`src/rtl/io_uart_pkg.sv`:
```
// -----------------------------------------------------------------------------
// io_uart_pkg
// Types and constants shared by the UART receive front-end and the FIFO
// that buffers its bytes.
//   rx_state_t : receiver FSM states
//   OVERSAMPLE : ticks per serial bit
//   MID_TICK   : tick count that places the start-bit sample mid-bit
//   DATA_BITS  : data bits per frame (8N1)
// -----------------------------------------------------------------------------
package io_uart_pkg;

    typedef enum logic [2:0] {
        IDLE      = 3'd0,
        START     = 3'd1,
        DATA      = 3'd2,
        STOP      = 3'd3,
        WAIT_IDLE = 3'd4
    } rx_state_t;

    localparam int OVERSAMPLE = 16;
    localparam int MID_TICK   = 8;
    localparam int DATA_BITS  = 8;

endpackage : io_uart_pkg

```
`src/rtl/io_sync_fifo.sv`:
```
// -----------------------------------------------------------------------------
// io_sync_fifo
// Single-clock circular-buffer FIFO. The pointers carry one extra wrap bit, so
// full and empty are told apart without a separate flag.
//   i_clk, i_rst        : clock, synchronous active-high reset
//   i_push, i_data      : write request and data (ignored while full)
//   i_pop               : read request (ignored while empty)
//   o_data              : head entry, 0 while empty
//   o_full, o_empty     : occupancy flags
//   o_count             : number of stored entries
// -----------------------------------------------------------------------------
module io_sync_fifo #(
    parameter  int WIDTH = 8,
    parameter  int DEPTH = 8,
    localparam int AW    = $clog2(DEPTH)
) (
    input  logic             i_clk,
    input  logic             i_rst,
    input  logic             i_push,
    input  logic [WIDTH-1:0] i_data,
    input  logic             i_pop,
    output logic [WIDTH-1:0] o_data,
    output logic             o_full,
    output logic             o_empty,
    output logic [AW:0]      o_count
);

    localparam logic [AW:0] FULL_CNT = (AW+1)'(DEPTH);

    logic [WIDTH-1:0] r_mem [DEPTH];
    logic [AW:0]      r_wr_ptr;
    logic [AW:0]      r_rd_ptr;
    logic [AW:0]      w_count;
    logic             w_push_ok;
    logic             w_pop_ok;

    assign w_count   = r_wr_ptr - r_rd_ptr;
    assign o_count   = w_count;
    assign o_full    = (w_count == FULL_CNT);
    assign o_empty   = (w_count == '0);

    // Fullness is judged before any same-cycle pop, so a push into a full
    // FIFO is always dropped.
    assign w_push_ok = i_push && !o_full;
    assign w_pop_ok  = i_pop  && !o_empty;

    // Masking the head while empty keeps the output at 0 after reset even
    // though the storage itself is never cleared.
    assign o_data    = o_empty ? '0 : r_mem[r_rd_ptr[AW-1:0]];

    // NOTE: sequential state uses non-blocking assignments so every flop
    // samples the pre-edge value of its inputs, whatever the statement order.
    always_ff @(posedge i_clk) begin
        if (i_rst) begin
            r_wr_ptr <= '0;
            r_rd_ptr <= '0;
        end else begin
            if (w_push_ok) r_wr_ptr <= r_wr_ptr + 1'b1;
            if (w_pop_ok)  r_rd_ptr <= r_rd_ptr + 1'b1;
        end
    end

    // NOTE: the storage array has no reset; the pointers alone define which
    // entries are valid, and leaving it unreset lets it map onto plain RAM.
    always_ff @(posedge i_clk) begin
        if (w_push_ok) r_mem[r_wr_ptr[AW-1:0]] <= i_data;
    end

endmodule : io_sync_fifo

```
`src/rtl/io_uart_rx.sv`:
```
// -----------------------------------------------------------------------------
// io_uart_rx
// 8N1 UART receiver with 16x oversampling, feeding a small FIFO presented as a
// valid/ready byte stream.
//   wb_clk_i, wb_rst_i  : clock, synchronous active-high reset
//   rx_i                : raw serial line (idle 1, asynchronous)
//   rx_oeb_o            : pad output-enable-bar, tied 1 (input pad)
//   m_data_o, m_valid_o : FIFO head byte and non-empty flag
//   m_ready_i           : consumer accepts head when valid && ready
//   frame_err_o         : one-cycle pulse, stop bit sampled as 0
//   overrun_o           : one-cycle pulse, good byte dropped on full FIFO
//   fifo_count_o        : FIFO occupancy
// -----------------------------------------------------------------------------
module io_uart_rx
    import io_uart_pkg::*;
#(
    parameter int CLKS_PER_TICK = 14,
    parameter int FIFO_DEPTH    = 8
) (
    input  logic                          wb_clk_i,
    input  logic                          wb_rst_i,
    input  logic                          rx_i,
    output logic                          rx_oeb_o,
    output logic [7:0]                    m_data_o,
    output logic                          m_valid_o,
    input  logic                          m_ready_i,
    output logic                          frame_err_o,
    output logic                          overrun_o,
    output logic [$clog2(FIFO_DEPTH):0]   fifo_count_o
);

    localparam logic [15:0] TICK_MAX  = 16'(CLKS_PER_TICK - 1);
    localparam logic [3:0]  TCNT_MID  = 4'(MID_TICK - 1);
    localparam logic [3:0]  TCNT_LAST = 4'(OVERSAMPLE - 1);
    localparam logic [2:0]  BIDX_LAST = 3'(DATA_BITS - 1);

    logic [1:0]  r_sync;
    logic        w_rx_s;
    logic [15:0] r_clk_cnt;
    logic        w_tick;

    rx_state_t   r_state, w_state_nxt;
    logic [3:0]  r_tcnt,  w_tcnt_nxt;
    logic [2:0]  r_bidx,  w_bidx_nxt;
    logic [7:0]  r_shift, w_shift_nxt;
    logic        w_push;
    logic        w_stop_bad;

    logic        r_frame_err;
    logic        r_overrun;
    logic        w_fifo_full;
    logic        w_fifo_empty;

    assign rx_oeb_o    = 1'b1;
    assign frame_err_o = r_frame_err;
    assign overrun_o   = r_overrun;
    assign m_valid_o   = !w_fifo_empty;

    // Two-flop synchronizer; reset to the idle line level so reset release
    // can never look like a start edge.
    always_ff @(posedge wb_clk_i) begin
        if (wb_rst_i) r_sync <= 2'b11;
        else          r_sync <= {r_sync[0], rx_i};
    end
    assign w_rx_s = r_sync[1];

    // Tick generator, held in IDLE so every frame's ticks are phase-aligned
    // to its own start edge.
    always_ff @(posedge wb_clk_i) begin
        if (wb_rst_i || r_state == IDLE || r_clk_cnt == TICK_MAX) r_clk_cnt <= '0;
        else                                                      r_clk_cnt <= r_clk_cnt + 16'd1;
    end
    assign w_tick = (r_state != IDLE) && (r_clk_cnt == TICK_MAX);

    always_ff @(posedge wb_clk_i) begin
        if (wb_rst_i) begin
            r_state     <= IDLE;
            r_tcnt      <= '0;
            r_bidx      <= '0;
            r_shift     <= '0;
            r_frame_err <= 1'b0;
            r_overrun   <= 1'b0;
        end else begin
            r_state     <= w_state_nxt;
            r_tcnt      <= w_tcnt_nxt;
            r_bidx      <= w_bidx_nxt;
            r_shift     <= w_shift_nxt;
            r_frame_err <= w_stop_bad;
            r_overrun   <= w_push && w_fifo_full;
        end
    end

    always_comb begin
        // NOTE: every output of this block is given a default first, so no
        // path through the case statement can leave one unassigned (latch).
        w_state_nxt = r_state;
        w_tcnt_nxt  = r_tcnt;
        w_bidx_nxt  = r_bidx;
        w_shift_nxt = r_shift;
        w_push      = 1'b0;
        w_stop_bad  = 1'b0;

        case (r_state)
            IDLE: begin
                if (!w_rx_s) begin
                    w_state_nxt = START;
                    w_tcnt_nxt  = '0;
                end
            end

            START: begin
                if (w_tick) begin
                    if (r_tcnt == TCNT_MID) begin
                        // Line back high at mid start bit: glitch, not a frame.
                        if (!w_rx_s) begin
                            w_state_nxt = DATA;
                            w_tcnt_nxt  = '0;
                            w_bidx_nxt  = '0;
                        end else begin
                            w_state_nxt = IDLE;
                        end
                    end else begin
                        w_tcnt_nxt = r_tcnt + 4'd1;
                    end
                end
            end

            DATA: begin
                if (w_tick) begin
                    if (r_tcnt == TCNT_LAST) begin
                        w_shift_nxt = {w_rx_s, r_shift[7:1]};
                        w_tcnt_nxt  = '0;
                        w_bidx_nxt  = r_bidx + 3'd1;
                        if (r_bidx == BIDX_LAST) w_state_nxt = STOP;
                    end else begin
                        w_tcnt_nxt = r_tcnt + 4'd1;
                    end
                end
            end

            STOP: begin
                if (w_tick) begin
                    if (r_tcnt == TCNT_LAST) begin
                        // Returning to IDLE at mid stop bit leaves half a bit
                        // of slack before a back-to-back start edge.
                        if (w_rx_s) begin
                            w_push      = 1'b1;
                            w_state_nxt = IDLE;
                        end else begin
                            w_stop_bad  = 1'b1;
                            w_state_nxt = WAIT_IDLE;
                        end
                    end else begin
                        w_tcnt_nxt = r_tcnt + 4'd1;
                    end
                end
            end

            WAIT_IDLE: begin
                // A held break produces a single framing error, not one per frame time.
                if (w_rx_s) w_state_nxt = IDLE;
            end

            default: w_state_nxt = IDLE;
        endcase
    end

    io_sync_fifo #(
        .WIDTH (8),
        .DEPTH (FIFO_DEPTH)
    ) u_fifo (
        .i_clk   (wb_clk_i),
        .i_rst   (wb_rst_i),
        .i_push  (w_push),
        .i_data  (r_shift),
        .i_pop   (m_ready_i),
        .o_data  (m_data_o),
        .o_full  (w_fifo_full),
        .o_empty (w_fifo_empty),
        .o_count (fifo_count_o)
    );

endmodule : io_uart_rx

```
`config.mk`:
```
export PLATFORM = sky130hd
export DESIGN_NAME = io_uart_rx
export DESIGN_NICKNAME = d
export VERILOG_FILES = /design/src/rtl/io_uart_pkg.sv /design/src/rtl/io_sync_fifo.sv /design/src/rtl/io_uart_rx.sv
export SDC_FILE = /design/constraint.sdc
export NUM_CORES = 1
export LEC_CHECK = 0
export ABC_CLOCK_PERIOD_IN_PS = 4500
export CAP_MARGIN = 20
export CORE_MARGIN = 5
export CORE_UTILIZATION = 50
export CTS_BUF_LIST = sky130_fd_sc_hd__clkbuf_8 sky130_fd_sc_hd__clkbuf_16
export DETAILED_ROUTE_END_ITERATION = 8
export GPL_ROUTABILITY_DRIVEN = 0
export GPL_TIMING_DRIVEN = 1
export PLACE_DENSITY_LB_ADDON = 0.3
export SLEW_MARGIN = 20
export SYNTH_ARGS = -nofsm -noshare
export SYNTH_HDL_FRONTEND = slang
export SYNTH_SLANG_ARGS = --single-unit
```
`constraint.sdc`:
```
create_clock -name wb_clk_i -period 4.5 [get_ports wb_clk_i]
set_clock_uncertainty 0.15 [all_clocks]
set_input_delay 0.45 -clock wb_clk_i [delete_from_list [all_inputs] [get_ports wb_clk_i]]
set_output_delay 0.45 -clock wb_clk_i [all_outputs]
set_load 0.005 [all_outputs]
```
# After elaboration in Yosys (flattened, before gate mapping)
# Memory sizes are Yosys's and may differ from the RTL's. A register that Yosys moved wholly into a read port is not among the register bits.
# Cells that the tools add are included.
[op_classes] mux=36 bitwise_logic=3 n_eq_ne=20 reduce_logical=18 n_addsub=6
[ops] op="$mux W3" count=17
[ops] op="$mux W4" count=7
[ops] op="$ne A2 B2 Y1 const B" count=11
[ops] op="$add A16 B1 Y16 const B" count=1
[ops] op="$eq A16 B4 Y1 const B" count=1
[ops] op="$pmux W4 S4" count=1
[ops] op="$pmux W3 S5" count=1
[ops] op="$add A4 B1 Y4 const B" count=3
[ops] op="$reduce_and A9 Y1" count=1
[ops] op="$eq A4 B4 Y1 const B" count=2
[ops] op="$mux W8" count=1
[ops] op="$mux W1" count=7
[ops] op="$eq A3 B2 Y1 const B" count=2
[ops] op="$eq A3 B3 Y1 const B" count=2
[ops] op="$pmux W3 S2" count=1
[ops] op="$reduce_and A6 Y1" count=1
[ops] op="$reduce_and A5 Y1" count=1
[ops] op="$eq A4 B3 Y1 const B" count=1
[ops] op="$logic_and A1 B1 Y1" count=4
[ops] op="$logic_not A4 Y1" count=1
[ops] op="$reduce_bool A4 Y1" count=1
[ops] op="$reduce_or A4 Y1" count=1
[ops] op="$sub A4 B4 Y4" count=1
[ops] op="$add A3 B1 Y3 const B" count=1
[ops] op="other kinds (9)" count=13
[word_totals] elab_cells=94 ram_bits=64 register_bits=46 output_inout_bits=16 n_memories=1
[mem_list] memory="u_fifo.r_mem" depth=8 word_bits=8 rd=1 rd_clocked_by_memory_dff=1 write_ports=1 line="io_sync_fifo.sv:30" rtl="logic [WIDTH-1:0] r_mem [DEPTH];"

# Longest topological paths before layout
# Gate-level depths: netlist (run 1).
[depth] word_depth=7 ltp_mapped=10 mapped_depth_nobuf=9

# Cells and area by module
# From an unflattened synthesis (run 1), not the netlist that was laid out.
[unflattened] cells_unflattened=387 hier_area_um2=4967.3
[by_module_without_submodules] mod="io_sync_fifo" n_inst=1 area_each_um2=3139.3 cells_each=184
[by_module_without_submodules] mod="io_uart_rx" n_inst=1 area_each_um2=1828.0 cells_each=203

# Least setup slack after synthesis (run 1)
# OpenSTA, ideal clock, no wires.
[synth_timing] kind="flip-flop to flip-flop" from="register u_fifo.r_wr_ptr[0]" to="memory u_fifo.r_mem[5][0] (enable)" setup_slack_ns=1.604 arrival_time_ns=2.363 period_less_slack_ns=2.896 n_path_buf=0 setup_time_ns=0.383 stages_incl_launch_ff=10 cell_sequence="dfxtp_1 inv_1 ha_1 inv_1 fa_1 xor2_1 or3_1 o311ai_4 or2_1 nor3_1"
[synth_via] elab_chain_cells=6
[synth_lines] item="start, declared" line="io_sync_fifo.sv:31" rtl="logic [AW:0] r_wr_ptr;"
[synth_lines] item="start signal, assigned" line="io_sync_fifo.sv:58" rtl="if (w_push_ok) r_wr_ptr <= r_wr_ptr + 1'b1;"
[synth_lines] item="$sub A4 B4 Y4" line="io_sync_fifo.sv:37" rtl="assign w_count = r_wr_ptr - r_rd_ptr;"
[synth_lines] item="named net fifo_count_o[2]" line="io_uart_rx.sv:29" rtl="output logic [$clog2(FIFO_DEPTH):0] fifo_count_o"
[synth_lines] item="$eq A4 B4 Y1" line="io_sync_fifo.sv:39" rtl="assign o_full = (w_count == FULL_CNT);"
[synth_lines] item="$logic_not A1 Y1" line="io_sync_fifo.sv:44" rtl="assign w_push_ok = i_push && !o_full;"
[synth_lines] item="$logic_and A1 B1 Y1" line="io_sync_fifo.sv:44"
[synth_lines] item="$mux W1" line="io_sync_fifo.sv:66" rtl="if (w_push_ok) r_mem[r_wr_ptr[AW-1:0]] <= i_data;"
[synth_lines] item="$mux W1 (not written as such)" line="io_sync_fifo.sv:66"
[synth_lines] item="end, declared" line="io_sync_fifo.sv:30"
# The timed path passes the listed nets, and every way through them passes these cells.

# Worst setup path in the final report (run 1)
[layout_timing] from="register u_fifo.r_wr_ptr[0]" to="output port m_data_o[3]"
[layout_via] elab_chain_cells=3
[layout_lines] item="$sub A4 B4 Y4" line="io_sync_fifo.sv:37"
[layout_lines] item="$logic_not A4 Y1" line="io_sync_fifo.sv:40" rtl="assign o_empty = (w_count == '0);"
[layout_lines] item="$mux W8" line="io_sync_fifo.sv:49" rtl="assign o_data = o_empty ? '0 : r_mem[r_rd_ptr[AW-1:0]];"
[layout_lines] item="end, declared" line="io_uart_rx.sv:24" rtl="output logic [7:0] m_data_o,"
# No other way between the ends.

==> results of run 1 <==
==> cells by family (layout without fill, tap and decap cells) <==
| family | Yosys count | in the layout |
|---|---|---|
| simple gates | 129 | 129 |
| buf+inv | 38 | 72 |
| xor+xnor | 17 | 17 |
| mux | 42 | 42 |
| other cells | 1 | 1 |
| fa+ha+maj | 11 | 11 |
| flops | 113 | 113 |
| compound gates | 39 | 39 |
==> final timing paths <==
| kind | from | end | slack (ps) | cells past startpoint |
|---|---|---|---|---|
| max | u_fifo.r_wr_ptr[0]$_SDFFE_PP0P_ | m_data_o[3] | 720 | 8 |
| min | r_sync[0]$_SDFF_PP1_ | r_sync[1]$_SDFF_PP1_ | 260 | 1 |
| max reg2reg | u_fifo.r_wr_ptr[0]$_SDFFE_PP0P_ | u_fifo.r_mem[2][3]$_DFFE_PP_ | 1410 | 9 |
| min reg2reg | r_sync[0]$_SDFF_PP1_ | r_sync[1]$_SDFF_PP1_ | 260 | 1 |
==> routing by layer <==
metal / wire length, um / share of wire, %
met4: 99 / 1.1
met2: 4460 / 50
met5: 0 / 0
met1: 3940 / 44
met3: 440 / 4.9
==> power by group through the flow <==
stage                     sequential (mW)  clock [mW]  combinational (mW)
after CTS                            1.15        1.22               0.494
after floorplan                      1.12           0               0.318
after global placement               1.17           0               0.487
after detailed placement             1.17           0               0.490
final                                1.15        1.20               0.479
after global routing                 1.15        1.27               0.528
==> flip-flops by register name, summed over array words and instances (netlist names), named ones only <==
name	count
u_fifo.r_mem	64
r_clk_cnt	16
r_shift	8
r_tcnt	4
u_fifo.r_rd_ptr	4
u_fifo.r_wr_ptr	4
r_bidx	3
r_state	3
r_sync	2
frame_err_o	1
overrun_o	1
==> per-stage QoR <==
step                      util, %  instances  power [mW]  setup slack, ps  hold slack, ps
after floorplan                 -        390        1.44             1600             239
after global routing         59.1        557        2.95              500             275
after detailed placement     53.5        525        1.66             1220             243
after CTS                    59.1        557        2.86              656             257
after global placement       53.5        525        1.66             1280             245
final                        59.1        557        2.82              724             256
==> synth_stat cells, drive strengths merged, types with 2 or more instances <==
cell / count / area share [%]
o21a: 3 / 0.46
mux4: 16 / 7.3
nor2b: 4 / 0.51
nor3b: 2 / 0.31
buf: 13 / 1.5
xnor2: 12 / 2.1
nand2: 18 / 1.4
xor2: 5 / 0.89
edfxtp: 64 / 39
and2: 2 / 0.25
ha: 10 / 2.5
a21oi: 13 / 1.3
a211oi: 2 / 0.31
o211ai: 2 / 0.31
o21ai: 7 / 0.71
mux2: 4 / 0.92
nand3b: 2 / 0.31
mux2i: 22 / 4.5
clkbuf: 7 / 0.54
nand4: 3 / 0.38
and3: 3 / 0.38
nand2b: 2 / 0.25
nor2: 47 / 3.6
dfxtp: 49 / 20
nor3: 11 / 1.1
or2: 4 / 0.51
o31ai: 2 / 0.31
or3b: 2 / 0.36
inv: 18 / 1.4
nand3: 10 / 1.1
and4: 2 / 0.36
nor4: 3 / 0.38
or3: 12 / 1.5
==> worst reg2reg max path: cells and delay by family, from the launching register on <==
kind	cells	cell delay, ps
simple gates	3	1170
fa+ha+maj	2	530
flops	1	360
xor+xnor	1	190
buf+inv	2	170
compound gates	1	140
==> layout make-up <==
| class | count | area [um2] | share of cell area [%] |
|---|---|---|---|
| Inverter | 18 | 67.6 | 1.18 |
| Multi-Input combinational cell | 239 | 1840 | 32.1 |
| Timing Repair Buffer | 22 | 210 | 3.67 |
| Sequential cell | 113 | 2900 | 50.7 |
| Clock buffer | 17 | 414 | 7.24 |
| Tap cell | 133 | 166 | 2.91 |
| Clock inverter | 15 | 124 | 2.16 |
==> cells in the final DEF, fill, tap and decap left out, types with 13 or more instances in the layout <==
cell type and count:
nand2_1 18, mux4_2 16, dfxtp_1 49, clkbuf_16 16
clkdlybuf4s50_1 18, nor2_1 47, mux2i_1 22, a21oi_1 13
inv_1 20, edfxtp_1 64
==> flow_summary.toml, run 1 <==
[status]
status = "completed"

[detailed_routing]
wire_per_inst_um = 16.1
vias_per_cell = 5.37
vias = 2989
drt-initial-drc-count = 144
drc = 0
wl_um = 8940
dr.pass1.iters = 5
ant_nets = 0

[floorplanning]
io_pins = 20
coreArea_mm2 = 0.00968
dieArea_mm2 = 0.0119
num_rows = 36
die_x_um = 109
die_h_um = 109
start_util_pct = 50.7

[logic_synthesis]
synth_area_per_cell_um2 = 12.6
syn_nets = 405
synth_ff_type = "edfxtp_1"
synth_edf_count = 64
async_flop_share_pct = 0
synth_compound_area_share_pct = 5.48
yosysUniqueCellTypes = 53
muxShareOfSynthArea_pct = 12.7
synthAdderAreaFrac_pct = 2.96
synth_top_family_by_area = "simple AND/OR/NAND/NOR gates"
syn-instance-count = 390
yosysSeqAreaShare_pct = 59.1
synth_warnings = 0
synthSimpleGateAreaFrac_pct = 13.1
synth_xor_area_share_pct = 3.03
yosys_register_bits = 113
synth_area_mm2 = 0.00491

[cts]
cts_resized = 0
cts_buffer_depth = 2
cts_tree = "yes"
cts_max_level = 4
cts_setup_buffers = 0
cts_hold_buffers = 0
root_buffer = "clkbuf_8"
path_clk_slew_ps = 60
clock_latency_ps = 510
cts.sinks = 113
numCtsBuffers = 17

[setup_path]
path_common_cell = "inv_1"
cp_max_fo = 14
cp_top_family = "buffers and inverters"
path_cells = "inv_1, ha_1, inv_1, fa_1, or3_1, o21ba_2, nor2_1, clkdlybuf4s50_1"
critical_path_class = "flip-flop to output pin"
slowest_delay_ps = 460
crit_buf_inv = 3
required_ps = 3900
critPathLaunchType = "flip-flop"
crit_slowest_cell = "o21ba_2"
cp_data_arrival_time_ps = 3180
endpoint_kind = "output pin"

[placed_design]
port_buffers = 18
dp_hpwl_um = 5500
dpl_cell_area_mm2 = 0.00518

[pwr]
leakage_nw = 1.87
power.share.clock_pct = 42.4
comb_power_share_pct = 17.0
pwr-share-seq_pct = 40.6
p_sw_share_pct = 25.2
power.density_mw_per_mm2 = 494
p_int_mw = 2.11
p_sw_mw = 0.713
ir_drop_v = 0.000257

[timing]
hold_viol = 0
worst_slew_pin_slew_ps = 976
fin_crit_ps = 3780
slew_headroom_pct = 34.7
maxSlewViolCount = 0
tns_ps = 0
layout_worst_path_cycle_share_pct = 83.9
rsz0062_at_grt = "no"
setup_viol = 0
fmax_ghz = 0.265

[final_layout]
synthToLayoutAreaGrowth_pct = 16.6
antenna_cells = 0
finalInstanceArea_mm2 = 0.00572
fillers = 783
fin_nets = 426
drive_gt1_share_pct = 14.4

[global_route]
gr-usage-met1_pct = 20.5
overflow = 0
grt.met3_usage_pct = 4.50
antenna_found_initial = 0
met2_usage_pct = 27.4
grt_pass1_vias = 2979
grt_max_degree = 32
top_usage_layer = "met2"
grt_usage_pct = 16.7
grt_pass1_wl_um = 14800

[job]
cap_viol_max_count = 0

[hold_path]
hp-class = "flip-flop to flip-flop"
(Power assumes the default switching activity.)
==> run 2: changes to the inputs <==
--- a/config.mk
+++ b/config.mk
@@ -5,7 +5,7 @@
 export SDC_FILE = /design/constraint.sdc
 export NUM_CORES = 1
 export LEC_CHECK = 0
-export ABC_CLOCK_PERIOD_IN_PS = 4500
+export ABC_CLOCK_PERIOD_IN_PS = 3200
 export CAP_MARGIN = 20
 export CORE_MARGIN = 5
 export CORE_UTILIZATION = 50
==> constraint.sdc (replaced) <==
create_clock -name wb_clk_i -period 3.2 [get_ports wb_clk_i]
set_clock_uncertainty 0.15 [all_clocks]
set_input_delay 0.32 -clock wb_clk_i [delete_from_list [all_inputs] [get_ports wb_clk_i]]
set_output_delay 0.32 -clock wb_clk_i [all_outputs]
set_load 0.005 [all_outputs]
==> run 2 against run 1 <==
  * Utilization grew 2.2 points
  * Non-clock buffer count grew 19
  * Routed wire length increased by 9.5%
  * Worst hold slack worse by 30 ps
  * Global-route usage is 1.2 points higher
  * Critical path depth is 2 higher
  * Worst setup slack got worse by 670 ps
  * Cell count increased by 3.4%
  * Power is 53% higher
  * Flip-flop and latch count is the same
  * Largest cell class unchanged
==> flow_summary.toml, run 2 (same netlist as run 1, synthesis figures left out) <==
[cts]
numCtsBuffers = 17
cts_hold_buffers = 0
cts_tree = "yes"
clock_latency_ps = 510
path_clk_slew_ps = 60
cts_buffer_depth = 2
cts_max_level = 4
root_buffer = "clkbuf_8"
cts.sinks = 113

[detailed_routing]
drt-initial-drc-count = 123
vias = 3116
wire_per_inst_um = 17.0
dr.pass1.iters = 4
wl_um = 9790
drc = 0
vias_per_cell = 5.41
ant_nets = 0

[setup_path]
required_ps = 2730
cp_data_arrival_time_ps = 2680
critical_path.startpoint = "u_fifo.r_wr_ptr[0]$_SDFFE_PP0P_"
endpoint_kind = "output pin"
cp_max_fo = 4
r2r-start = "u_fifo.r_rd_ptr[2]$_SDFFE_PP0P_"
critPathLaunchType = "flip-flop"
critical_path_class = "flip-flop to output pin"

[final_layout]
drive_gt1_share_pct = 21.7
synthToLayoutAreaGrowth_pct = 20.9
fin_nets = 446
largest_reg_flops = 64
stdcell_count = 576
antenna_cells = 0
final_common_cell = "edfxtp_1"
final_cell_mix = "edfxtp_1 (64), nor2_1 (47), dfxtp_1 (47)"
post-route-util_pct = 61.3

[floorplanning]
coreArea_mm2 = 0.00968
io_pins = 20
num_rows = 36
start_util_pct = 50.7
die_h_um = 109
die_x_um = 109
dieArea_mm2 = 0.0119

[timing]
worst_slack_ps = 51.3
fmax_ghz = 0.318
hold_viol = 0
setup_viol = 0
fin_crit_ps = 3150
slew_headroom_pct = 41.3
maxSlewViolCount = 0
worst_slew_pin_slew_ps = 877
holdWs_ps = 227
layout_worst_path_cycle_share_pct = 98.4

[pwr]
leakage_nw = 1.99
p_sw_mw = 1.12
p_int_mw = 3.20
pwr-share-seq_pct = 36.0
power.share.clock_pct = 41.7
power_mw = 4.32
power.density_mw_per_mm2 = 729
ir_drop_v = 0.000321
p_sw_share_pct = 26.0
comb_power_share_pct = 22.3

[global_route]
grt_pass1_wl_um = 15800
grt_max_degree = 19
antenna_found_initial = 0
grt_pass1_vias = 3040
grt_usage_pct = 17.9
overflow = 0

[status]
status = "completed"

[placed_design]
dp_hpwl_um = 6090
pre_cts_slack_ps = 124
dp.cells = 535
port_buffers = 18

[hold_path]
min_from = "rx_i"
hp-class = "input port to flip-flop"

[job]
cap_viol_max_count = 0
-- run 2: layout make-up --
type / count / area, um2
well taps: 133 / 166
multi-input cells: 240 / 1890
repair buffers: 41 / 335
clock inverters: 14 / 158
clock buffers: 17 / 414
inverters: 18 / 67.6
fillers: 749 / 3750
flip-flops and latches: 113 / 2910
-- run 2: power by group through the flow --
stage	registers (mW)	clock network [mW]	logic [mW]
final	1.56	1.80	0.965
after global routing	1.56	1.90	1.05
after CTS	1.55	1.82	0.906
after detailed placement	1.59	0	0.769
after global placement	1.58	0	0.764
after floorplan	1.58	0	0.447
-- run 2: critical path: stages, from the launching register on --
cell,delay [ps]
dfxtp_2,320
inv_2,70
ha_4,130
inv_2,40
fa_2,400
xor2_2,170
or3_4,410
o21ba_4,250
buf_4,100
inv_1,30
dlygate4sd2_1,250
-- run 2: final timing paths --
| kind | to | slack, ps | cells after the start |
|---|---|---|---|
| min | r_sync[0]$_SDFF_PP1_ | 230 | 2 |
| max reg2reg | u_fifo.r_mem[4][1]$_DFFE_PP_ | 220 | 7 |
| max | m_valid_o | 50 | 10 |
| min reg2reg | r_sync[1]$_SDFF_PP1_ | 260 | 1 |
-- run 2: stage by stage --
| stage | setup TNS (ps) | cell area [um2] |
|---|---|---|
| floorplan | 0 | 4910 |
| global placement | 0 | 5260 |
| detailed placement | 0 | 5260 |
| CTS | -160 | 5900 |
| global route | -49.8 | 5930 |
| finish | 0 | 5930 |
-- run 2: what timing repair did --
item,in CTS,in global routing
pin swaps,2,2
resized for setup,16,21
cloned,1,0
setup endpoints to repair,9,8
buffers inserted,6,3
-- run 2: per-layer routing --
metal  vias up  part of all wire, %  track usage [%]
met3        10                  5.0             4.68
met2        78                   50             28.7
met4         0                  1.1             7.30
met1      1524                   44             23.1
li1       1504                    -                -
met5         -                    0                0
